File: src/rtl/surf_cmd_receiver_pkg.sv
// Shared types and frame geometry for the SURF serial command receiver.
package surf_cmd_pkg;

  localparam int CMD_PAYLOAD_BITS = 34;
  localparam int CMD_FRAME_BITS   = 37;

  typedef enum logic [1:0] {
    IDLE   = 2'd0,
    SHIFT  = 2'd1,
    PARITY = 2'd2,
    STOP   = 2'd3
  } cmd_state_e;

  typedef struct packed {
    logic [1:0]  buffer;
    logic [31:0] id;
  } cmd_frame_t;

endpackage

File: src/rtl/sat_counter.sv
// Up-counter that holds at all-ones instead of wrapping.
module sat_counter #(
  parameter int W = 8
) (
  input  logic         clk_i,
  input  logic         rst_i,
  input  logic         inc_i,
  output logic [W-1:0] cnt_o
);

  logic [W-1:0] cnt_q;

  always_ff @(posedge clk_i or posedge rst_i) begin
    if (rst_i)                      cnt_q <= '0;
    else if (inc_i && cnt_q != '1)  cnt_q <= cnt_q + 1'b1;
  end

  assign cnt_o = cnt_q;

endmodule

File: src/rtl/surf_cmd_receiver.sv
// Deserializes TURF command frames (start, buffer, ID, parity, stop) into a
// one-deep valid/ready holding register and keeps frame/error statistics.
module surf_cmd_receiver
  import surf_cmd_pkg::*;
#(
  parameter int CNT_W = 16,
  parameter int ERR_W = 8
) (
  input  logic             clk33_i,
  input  logic             rst_i,
  input  logic             CMD_i,
  input  logic             evt_ready_i,
  output logic             evt_valid_o,
  output logic [1:0]       evt_buffer_o,
  output logic [31:0]      evt_id_o,
  output logic             digitize_o,
  output logic [CNT_W-1:0] frame_count_o,
  output logic [ERR_W-1:0] parity_err_o,
  output logic [ERR_W-1:0] framing_err_o,
  output logic             overflow_o,
  output logic             busy_o
);

  localparam int          BCNT_W   = $clog2(CMD_PAYLOAD_BITS);
  localparam logic [BCNT_W-1:0] LAST_BIT = BCNT_W'(CMD_PAYLOAD_BITS - 1);

  cmd_state_e                  state_q;
  logic                        cmd_q;
  logic [BCNT_W-1:0]           bit_cnt_q;
  logic [CMD_PAYLOAD_BITS-1:0] shift_q;
  logic                        par_q;
  logic                        perr_q;
  cmd_frame_t                  held_q;
  logic                        evt_valid_q;
  logic                        dig_q;
  logic [CNT_W-1:0]            frame_cnt_q;
  logic                        ovf_q;

  logic accept, in_stop, stop_bad, par_bad, frame_good;

  assign accept     = evt_valid_q && evt_ready_i;
  assign in_stop    = (state_q == STOP);
  // Stop-bit error outranks parity error; only one counter moves per frame.
  assign stop_bad   = in_stop && cmd_q;
  assign par_bad    = in_stop && !cmd_q && perr_q;
  assign frame_good = in_stop && !cmd_q && !perr_q;

  always_ff @(posedge clk33_i or posedge rst_i) begin
    if (rst_i) begin
      state_q     <= IDLE;
      cmd_q       <= 1'b0;
      bit_cnt_q   <= '0;
      shift_q     <= '0;
      par_q       <= 1'b0;
      perr_q      <= 1'b0;
      held_q      <= '0;
      evt_valid_q <= 1'b0;
      dig_q       <= 1'b0;
      frame_cnt_q <= '0;
      ovf_q       <= 1'b0;
    end else begin
      cmd_q <= CMD_i;
      dig_q <= 1'b0;
      if (accept) evt_valid_q <= 1'b0;

      case (state_q)
        IDLE: begin
          if (cmd_q) begin
            state_q   <= SHIFT;
            bit_cnt_q <= '0;
            par_q     <= 1'b0;
          end
        end
        SHIFT: begin
          shift_q   <= {shift_q[CMD_PAYLOAD_BITS-2:0], cmd_q};
          par_q     <= par_q ^ cmd_q;
          bit_cnt_q <= bit_cnt_q + 1'b1;
          if (bit_cnt_q == LAST_BIT) state_q <= PARITY;
        end
        PARITY: begin
          perr_q  <= cmd_q ^ par_q;
          state_q <= STOP;
        end
        STOP: begin
          state_q <= IDLE;
          if (frame_good) begin
            dig_q       <= 1'b1;
            frame_cnt_q <= frame_cnt_q + 1'b1;
            // A slot freed by this cycle's accept may be refilled immediately.
            if (!evt_valid_q || evt_ready_i) begin
              held_q      <= cmd_frame_t'(shift_q);
              evt_valid_q <= 1'b1;
            end else begin
              ovf_q <= 1'b1;
            end
          end
        end
        default: state_q <= IDLE;
      endcase
    end
  end

  sat_counter #(.W(ERR_W)) u_par_cnt (
    .clk_i (clk33_i),
    .rst_i (rst_i),
    .inc_i (par_bad),
    .cnt_o (parity_err_o)
  );

  sat_counter #(.W(ERR_W)) u_frm_cnt (
    .clk_i (clk33_i),
    .rst_i (rst_i),
    .inc_i (stop_bad),
    .cnt_o (framing_err_o)
  );

  assign evt_valid_o   = evt_valid_q;
  assign evt_buffer_o  = held_q.buffer;
  assign evt_id_o      = held_q.id;
  assign digitize_o    = dig_q;
  assign frame_count_o = frame_cnt_q;
  assign overflow_o    = ovf_q;
  assign busy_o        = (state_q != IDLE);

endmodule

File: config.mk
export PLATFORM = sky130hd
export DESIGN_NAME = surf_cmd_receiver
export DESIGN_NICKNAME = d
export VERILOG_FILES = /design/src/rtl/surf_cmd_receiver_pkg.sv /design/src/rtl/sat_counter.sv /design/src/rtl/surf_cmd_receiver.sv
export SDC_FILE = /design/constraint.sdc
export NUM_CORES = 1
export LEC_CHECK = 0
export CAP_MARGIN = 5
export CELL_PAD_IN_SITES_DETAIL_PLACEMENT = 2
export CELL_PAD_IN_SITES_GLOBAL_PLACEMENT = 2
export CORE_AREA = 2 2 116 118
export CTS_CLUSTER_DIAMETER = 50
export DETAILED_ROUTE_END_ITERATION = 8
export DIE_AREA = 0 0 118 120
export PLACE_DENSITY = 0.91
export SYNTH_ARGS = -nofsm -noshare
export SYNTH_HDL_FRONTEND = slang
export SYNTH_SLANG_ARGS = --single-unit
File: constraint.sdc
create_clock -name clk33_i -period 6.2 [get_ports clk33_i]
set_clock_uncertainty 0.1 [all_clocks]
set_input_delay 1.86 -clock clk33_i [delete_from_list [all_inputs] [get_ports clk33_i]]
set_output_delay 1.86 -clock clk33_i [all_outputs]
set_load 0.03 [all_outputs]
# Word level (Yosys, flattened, before mapping)
# Cells that the tools add are included.
[word_totals]
reg_bits = 114
out_inout_bits = 70
wordCells = 60
[classes]
addsub = 4
n_eq_ne = 8
mux = 13
n_bitwise = 2
n_reduce_logical = 19
[ops]
columns = ["op", "count"]
rows = [
  ["$add A16 B1 Y16 const B", 1],
  ["$add A8 B1 Y8 const B", 2],
  ["$ne A8 B8 Y1 const B", 2],
  ["$pmux W6 S2", 1],
  ["$pmux W2 S4", 1],
  ["$logic_and A1 B1 Y1", 7],
  ["$mux W1", 7],
  ["$add A6 B1 Y6 const B", 1],
  ["$eq A6 B6 Y1 const B", 1],
  ["$mux W6", 1],
  ["$reduce_and A2 Y1", 3],
  ["$reduce_and A3 Y1", 2],
  ["$eq A2 B2 Y1 const B", 2],
  ["$mux W2", 2],
  ["$ne A2 B2 Y1 const B", 2],
  ["$reduce_bool A2 Y1", 2],
  ["$logic_not A1 Y1", 3],
  ["$eq A2 B1 Y1 const B", 1],
  ["$logic_not A2 Y1", 1],
  ["$pmux W1 S2", 1],
  ["$logic_or A1 B1 Y1", 1],
  ["$not A1 Y1", 1],
  ["$xor A1 B1 Y1", 1],
]

# Logic depth before layout (Yosys ltp)
[logic_depth]
ltp_word = 5
mapped_depth = 7

# By module
# From an unflattened synthesis, not the netlist that was laid out.
[hier_totals]
cells_unflattened = 354
area_unflattened_um2 = 4912.2
[modules_own_cells]
columns = ["mod", "instances", "cells_each", "area_each_um2", "seq_area_each_um2"]
rows = [
  ["surf_cmd_receiver", 1, 278, 4073.9, 2452.4],
  ["sat_counter", 2, 38, 419.2, 200.2],
]

# Worst setup path before layout
# Ideal clock, no wire load.
[synth_path]
path_kind = "flip-flop to output port"
start = "register state_q[0]"
end = "output port busy_o"
arrival_ns = 0.900
path_slack_ns = 3.340
path_stages_with_launch = 4
n_path_buf = 0
path_cell_list = "dfrtp_1 > inv_1 > ha_1 > inv_1"
[synth_between]
elab_chain_cells = 1
[synth_rtl]
columns = ["element", "line_no", "rtl"]
rows = [
  ["start, declared", "surf_cmd_receiver.sv:27", "cmd_state_e state_q;"],
  ["start signal, assigned", "surf_cmd_receiver.sv:50", "state_q <= IDLE;"],
  ["start signal, assigned", "surf_cmd_receiver.sv:69", "state_q <= SHIFT;"],
  ["start signal, assigned", "surf_cmd_receiver.sv:78", "if (bit_cnt_q == LAST_BIT) state_q <= PARITY;"],
  ["$reduce_bool A2 Y1", "surf_cmd_receiver.sv:123", "assign busy_o = (state_q != IDLE);"],
  ["end, declared", "surf_cmd_receiver.sv:21", "output logic busy_o"],
]
# No other way between the ends.

# Worst setup path in the final report
# Ends and elaborated chain as after synthesis.

==> metrics.cfg <==
[sta]
rsz0062_at_grt=false
holdWs_ps=383
drv_slew=0
fin_tns_setup_ps=0
slew_headroom_pct=39.6
fin_crit_sh_pct=62.9
fin_crit_ps=3900
tightest_slew_ps=906
fmax_mhz=256
setup_viol=0
hold_viol_final=0

[power]
p_per_area_nw_per_um2=465
ir_drop_uv=260
p_leak_nw=2.85
power_w=0.00289

[critical_path]
critPathCapture=busy_o
endpoint_kind=output pin
crit_required_ps=4240
cp-start-kind=flop
cp.arrival_ps=1940
critPathMaxFanout=7
r2r_end=evt_id_o[23]
rr_worst_depth=4
critical_path.startpoint=state_q[0]
ff2ff_setup_slack_ps=3370
crit_type=reg -> out
worstReg2RegStart=state_q[0]

[min_path]
hold_path.class=reg -> reg

[floorplan]
die_area_um2=14200
core_area_um2=13000
ios=74
num_rows=42
die_w_um=118
die_h_um=120
start_util_pct=36.3

[cells_and_area]
final_util_pct=47.9
final_layout_size_suffix_gt1_share_pct=25.7
final-seq-area_um2=2850
nNetsFinal=444
design_area_um2=6210
diodes=0
multi_input_area_um2=1750
syn_to_final_growth_pct=31.7
fill_cells=1274

[synth]
syn_inst=347
syn-num-nets=360
ys.flop_type=dfrtp_1
ys_warn_count=0
avgSynthCellArea_um2=13.6
ys_async_sr_fraction_pct=100
synth_cell_type_count=37
synthSimpleGateAreaFrac_pct=8.81
synth_top_family_by_area=multiplexers
synth_xor_area_share_pct=4.80
ys_seq_area_share_pct=60.5
synth_compound_area_share_pct=2.89
synth-edff-count=0
synthMuxAreaShare_pct=18.1
synthAdderAreaFrac_pct=2.39
ys_ff_latch=114
netlist_area_um2=4720

[clock_tree]
cts.sinks=114
cts_resized=0
htree_levels=4
worstSkewPairLatency_ps=410
clk_pin_slew_worst_paths_ps=50
clockBufferDepth=2
hold_buffers=0
post_cts_buffers=0
cts_buffers=17
cts_tree=built
ctsRootBufferMaster=clkbuf_16

[routing]
vias=3051
drc=0
via_per_inst=4.93
firstDrtPassIters=4
routed_wl_um=12200
wl_per_cell_um=19.8
first_iter_violations=116
postRouteAntennaNets=0

[global_routing]
grt_start_max_net_pins=63
track_usage_pct=18.6
grtUsageMet1_pct=20.3
grt_pass1_wl_um=20000
grt_busiest_layer=met2
gr-usage-met3_pct=5.32
grt_pass1_vias=3617
grt-ovfl-total=0
use_met2_pct=33.9
antenna_found_initial=0

[placement]
place.gp.congestion=0.756
hpwl_um=7390
portBuffers=73
dpl-instance-area_um2=5610

[status]
status=complete, no violations

[run]
cap_violations=0

## registers in the layout (all words and copies together), names as in the netlist
name,flops
state_q,2
cmd_q,1
perr_q,1
shift_q,34
par_q,1
digitize_o,1
u_frm_cnt.cnt_o,8
evt_buffer_o,2
u_par_cnt.cnt_o,8
evt_valid_o,1
frame_count_o,16
overflow_o,1
evt_id_o,32
bit_cnt_q,6
## cell type report
class	count	share of cell area, %
timing repair buffer	75	12.0
clock buffer	22	7.63
inverter	11	0.705
sequential	114	45.9
tap	176	3.54
clock inverter	9	2.09
multi-input combinational	212	28.1
## cells in the mapped netlist, drive strengths merged, types with 3 or more instances
cell type    n  area [um^2]
dfrtp      114         2850
mux2        74          833
nand2       25         96.4
xnor2       17          149
inv         11         41.3
nor3        11         55.1
o21ai       11         55.1
buf         10         78.8
nor2        10         37.5
ha           9          113
nand3        9         45.0
xor2         8         77.6
nand4        7         58.8
a21oi        5         25.0
and3         4         25.0
nand2b       3         18.8
## where the power goes
| part | switching, W | internal (W) |
|---|---|---|
| sequential | 0.000170 | 0.000907 |
| clock | 0.000338 | 0.000660 |
| combinational | 0.000444 | 0.000372 |
## stage by stage
step           cells  setup slack (ps)
2_1_floorplan    347              1220
3_3_place_gp     588              2500
3_5_place_dp     588              2430
4_1_cts          619              2250
5_1_grt          619              2190
6_report         619              2300
## placed cells by master (no fill, tap or decap), types with 2 or more instances in the layout
cell	netlist	final
inv_1	11	10
clkbuf_16	0	17
clkbuf_8	0	3
clkinv_4	0	2
ha_1	9	8
mux2_2	74	74
clkinv_2	0	3
bufinv_16	0	3
nand2_1	24	24
o21ai_0	11	11
nor2_1	10	10
nand3b_1	2	2
o21bai_1	2	2
clkdlybuf4s50_1	0	73
mux2i_1	2	2
buf_4	2	2
and2_1	2	2
a21oi_1	5	5
nand4_1	6	6
nand3_1	9	9
xor2_1	7	7
xnor2_1	17	17
nand2b_1	3	3
dfrtp_1	114	114
nor3_1	11	11
and3_1	4	4
clkbuf_1	0	2
## worst max-delay path, cell delays in order, from the launching register on
cell and delay (ps):
dfrtp_1 400, inv_1 80, ha_1 300, inv_1 80, clkdlybuf4s50_1 680
## worst min path at each step
stage,endpoint,depth (start not counted),slack (ps),from
global placement,overflow_o,1,350,overflow_o
global route,overflow_o,1,410,overflow_o
detailed placement,overflow_o,1,380,overflow_o
CTS,frame_count_o[15],1,390,frame_count_o[15]
floorplan,evt_buffer_o[1],1,380,shift_q[33]
finish,overflow_o,1,380,overflow_o
## per-layer routing
layer / up-vias / wire length (um)
met1: 1600 / 4800
met2: 62 / 6780
met5: - / 0
met3: 13 / 504
met4: 0 / 150
li1: 1376 / -
## cell families after synthesis
| family | after synthesis |
|---|---|
| buffers and inverters | 21 |
| XOR/XNOR | 25 |
| AO/OA/AOI/OAI | 23 |
| multiplexers | 76 |
| flip-flops | 114 |
| AND/OR/NAND/NOR | 79 |
| adder cells (fa/ha/maj) | 9 |
No activity file was read; power rests on OpenSTA's default activity.
==> variant (same settings) <==
The 4 states of `cmd_state_e` get a Gray code encoding in 2 bits.
--- a/src/rtl/surf_cmd_receiver_pkg.sv
+++ b/src/rtl/surf_cmd_receiver_pkg.sv
@@ -5,10 +5,10 @@
   localparam int CMD_FRAME_BITS   = 37;
 
   typedef enum logic [1:0] {
-    IDLE   = 2'd0,
-    SHIFT  = 2'd1,
-    PARITY = 2'd2,
-    STOP   = 2'd3
+    IDLE   = 2'b00,
+    SHIFT  = 2'b01,
+    PARITY = 2'b11,
+    STOP   = 2'b10
   } cmd_state_e;
 
   typedef struct packed {
Formal check against the unedited RTL: same outputs for any inputs over 10 cycles, from zero or initial values and one cycle with rst_i high; not proved beyond that.
==> variant against the original RTL <==
- setup slack better by 0.039 ns
- sequential cell count unchanged
- area after synthesis shrank 2.1%
- combinational power is 4.8% lower
- via count down 2.1%
- power is 2.2% lower
- first-iteration DRC count down 42%
- routed wire length fell by 2.3%
- design area down 1.9%
- largest cell class unchanged
==> variant: results (changes against the original RTL) <==
SETUP PATH
----------------------------------------------------------------------------------
Max incr delay on CP                                                       0.60 ns   -0.08 ns
Data arrival time of the worst path                                        1.90 ns   -0.04 ns
Worst-path fanout max                                                           13   +6

GLOBAL ROUTING
----------------------------------------------------------------------------------
Met1 track demand over resource in global routing                           21.15%   +0.82 points
Total GRT Usage                                                             18.67%   +0.099 points
Wire length of the first global-routing pass                              20090 µm   +0.66%
Pin count of the biggest net entering global routing                            58   -7.9%
Met3 Use GR                                                                 4.515%   -0.81 points

PWR
----------------------------------------------------------------------------------
Design internal power                                                     1.917 mW   -1.1%
Peak ir drop on the vdd network                                        0.0002665 V   +2.5%
Part of the total power dissipated in combinational logic                    27.5%   -0.7 points
Leakage power figure                                                      2.764 nW   -3.2%
Power Sequential                                                           1.15 mW   +6%

TIMING
----------------------------------------------------------------------------------
Worst relative slew slack                                                   35.27%   -4.3 points
Final worst path period need                                              3.864 ns   -0.03878 ns

LOGIC SYNTHESIS
----------------------------------------------------------------------------------
Post-synthesis area per instance                                         13.79 µm²   +1.4%
Sequential-to-total area share from yosys stat                              61.76%   +1.3 points
Mapped Nets                                                                    344   -4.4%
Cell types with the largest area share after synthesis                sky130_fd_sc_hd__dfrtp_1, sky130_fd_sc_hd__mux2_2, sky130_fd_sc_hd__xnor2_1
Commonest cells post-synth                                            sky130_fd_sc_hd__dfrtp_1, sky130_fd_sc_hd__mux2_2, sky130_fd_sc_hd__nand2_1
Netlist cell types                                                              38   +2.7%

DETAILED ROUTING
----------------------------------------------------------------------------------
Overall via count from detail_route                                           2986   -2.1%
Met1 Routed Length                                                         4822 µm   +0.37%
Met3 routed WL                                                              403 µm   -20%

OUTCOME
----------------------------------------------------------------------------------
Status                                                                finished, final reports clean

PLACEMENT
----------------------------------------------------------------------------------
Cell Count Post-Placement                                                      577   -1.9%
Final RePlAce weighted congestion                                           0.7599   +0.56%
Worst slack, placed                                                       2.610 ns   +0.1843 ns
Area after DPL                                                            5553 µm²   -1.0%

FINISH
----------------------------------------------------------------------------------
Share of final-layout standard cells stronger than drive strength 1         27.31%   +1.6 points
Net count, final                                                               429   -3.4%
Number of fill cells in the layout                                            1275   +0.078%
Number of cells in the finished layout apart from fillers                      608   -1.8%

-- variant: cell types whose count changed after synthesis, moves of 3 or more --
cell | unedited run | this run
sky130_fd_sc_hd__a31oi_1 | 1 | 6
sky130_fd_sc_hd__buf_2 | 3 | 0
sky130_fd_sc_hd__buf_6 | 4 | 1
sky130_fd_sc_hd__clkbuf_1 | 0 | 8
sky130_fd_sc_hd__ha_1 | 9 | 5
sky130_fd_sc_hd__inv_1 | 11 | 6
sky130_fd_sc_hd__nor3_1 | 11 | 5
sky130_fd_sc_hd__xnor2_1 | 17 | 12
-- variant: final timing paths --
path | cells after the start | start | slack [ns] | to
max | 2 | state_q[0] | 2.34 | busy_o
min in group asynchronous | 2 | rst_i | 1.83 | u_par_cnt.cnt_o[3]
max reg2reg | 5 | state_q[0] | 3.62 | frame_count_o[14]
max in group asynchronous | 3 | rst_i | 3.25 | shift_q[0]
min reg2reg | 1 | frame_count_o[15] | 0.37 | frame_count_o[15]
min | 1 | frame_count_o[15] | 0.37 | frame_count_o[15]
-- variant: layout make-up --
| type | count | area, µm² | share of cell area (%) |
|---|---|---|---|
| well taps | 176 | 220.2 | 3.612 |
| clock buffers | 19 | 452.9 | 7.429 |
| flip-flops and latches | 114 | 2853 | 46.79 |
| repair buffers | 76 | 753.2 | 12.35 |
| clock inverters | 12 | 91.34 | 1.498 |
| inverters | 7 | 33.78 | 0.5541 |
| multi-input cells | 204 | 1693 | 27.77 |
-- variant: cells by family after synthesis --
logic type	Yosys count	share of synthesized area, %
AO/OA/AOI/OAI	28	3.792
XOR/XNOR	22	4.334
adder cells (fa/ha/maj)	5	1.354
buffers and inverters	17	1.652
flip-flops	114	61.76
multiplexers	75	18.28
AND/OR/NAND/NOR	74	8.830
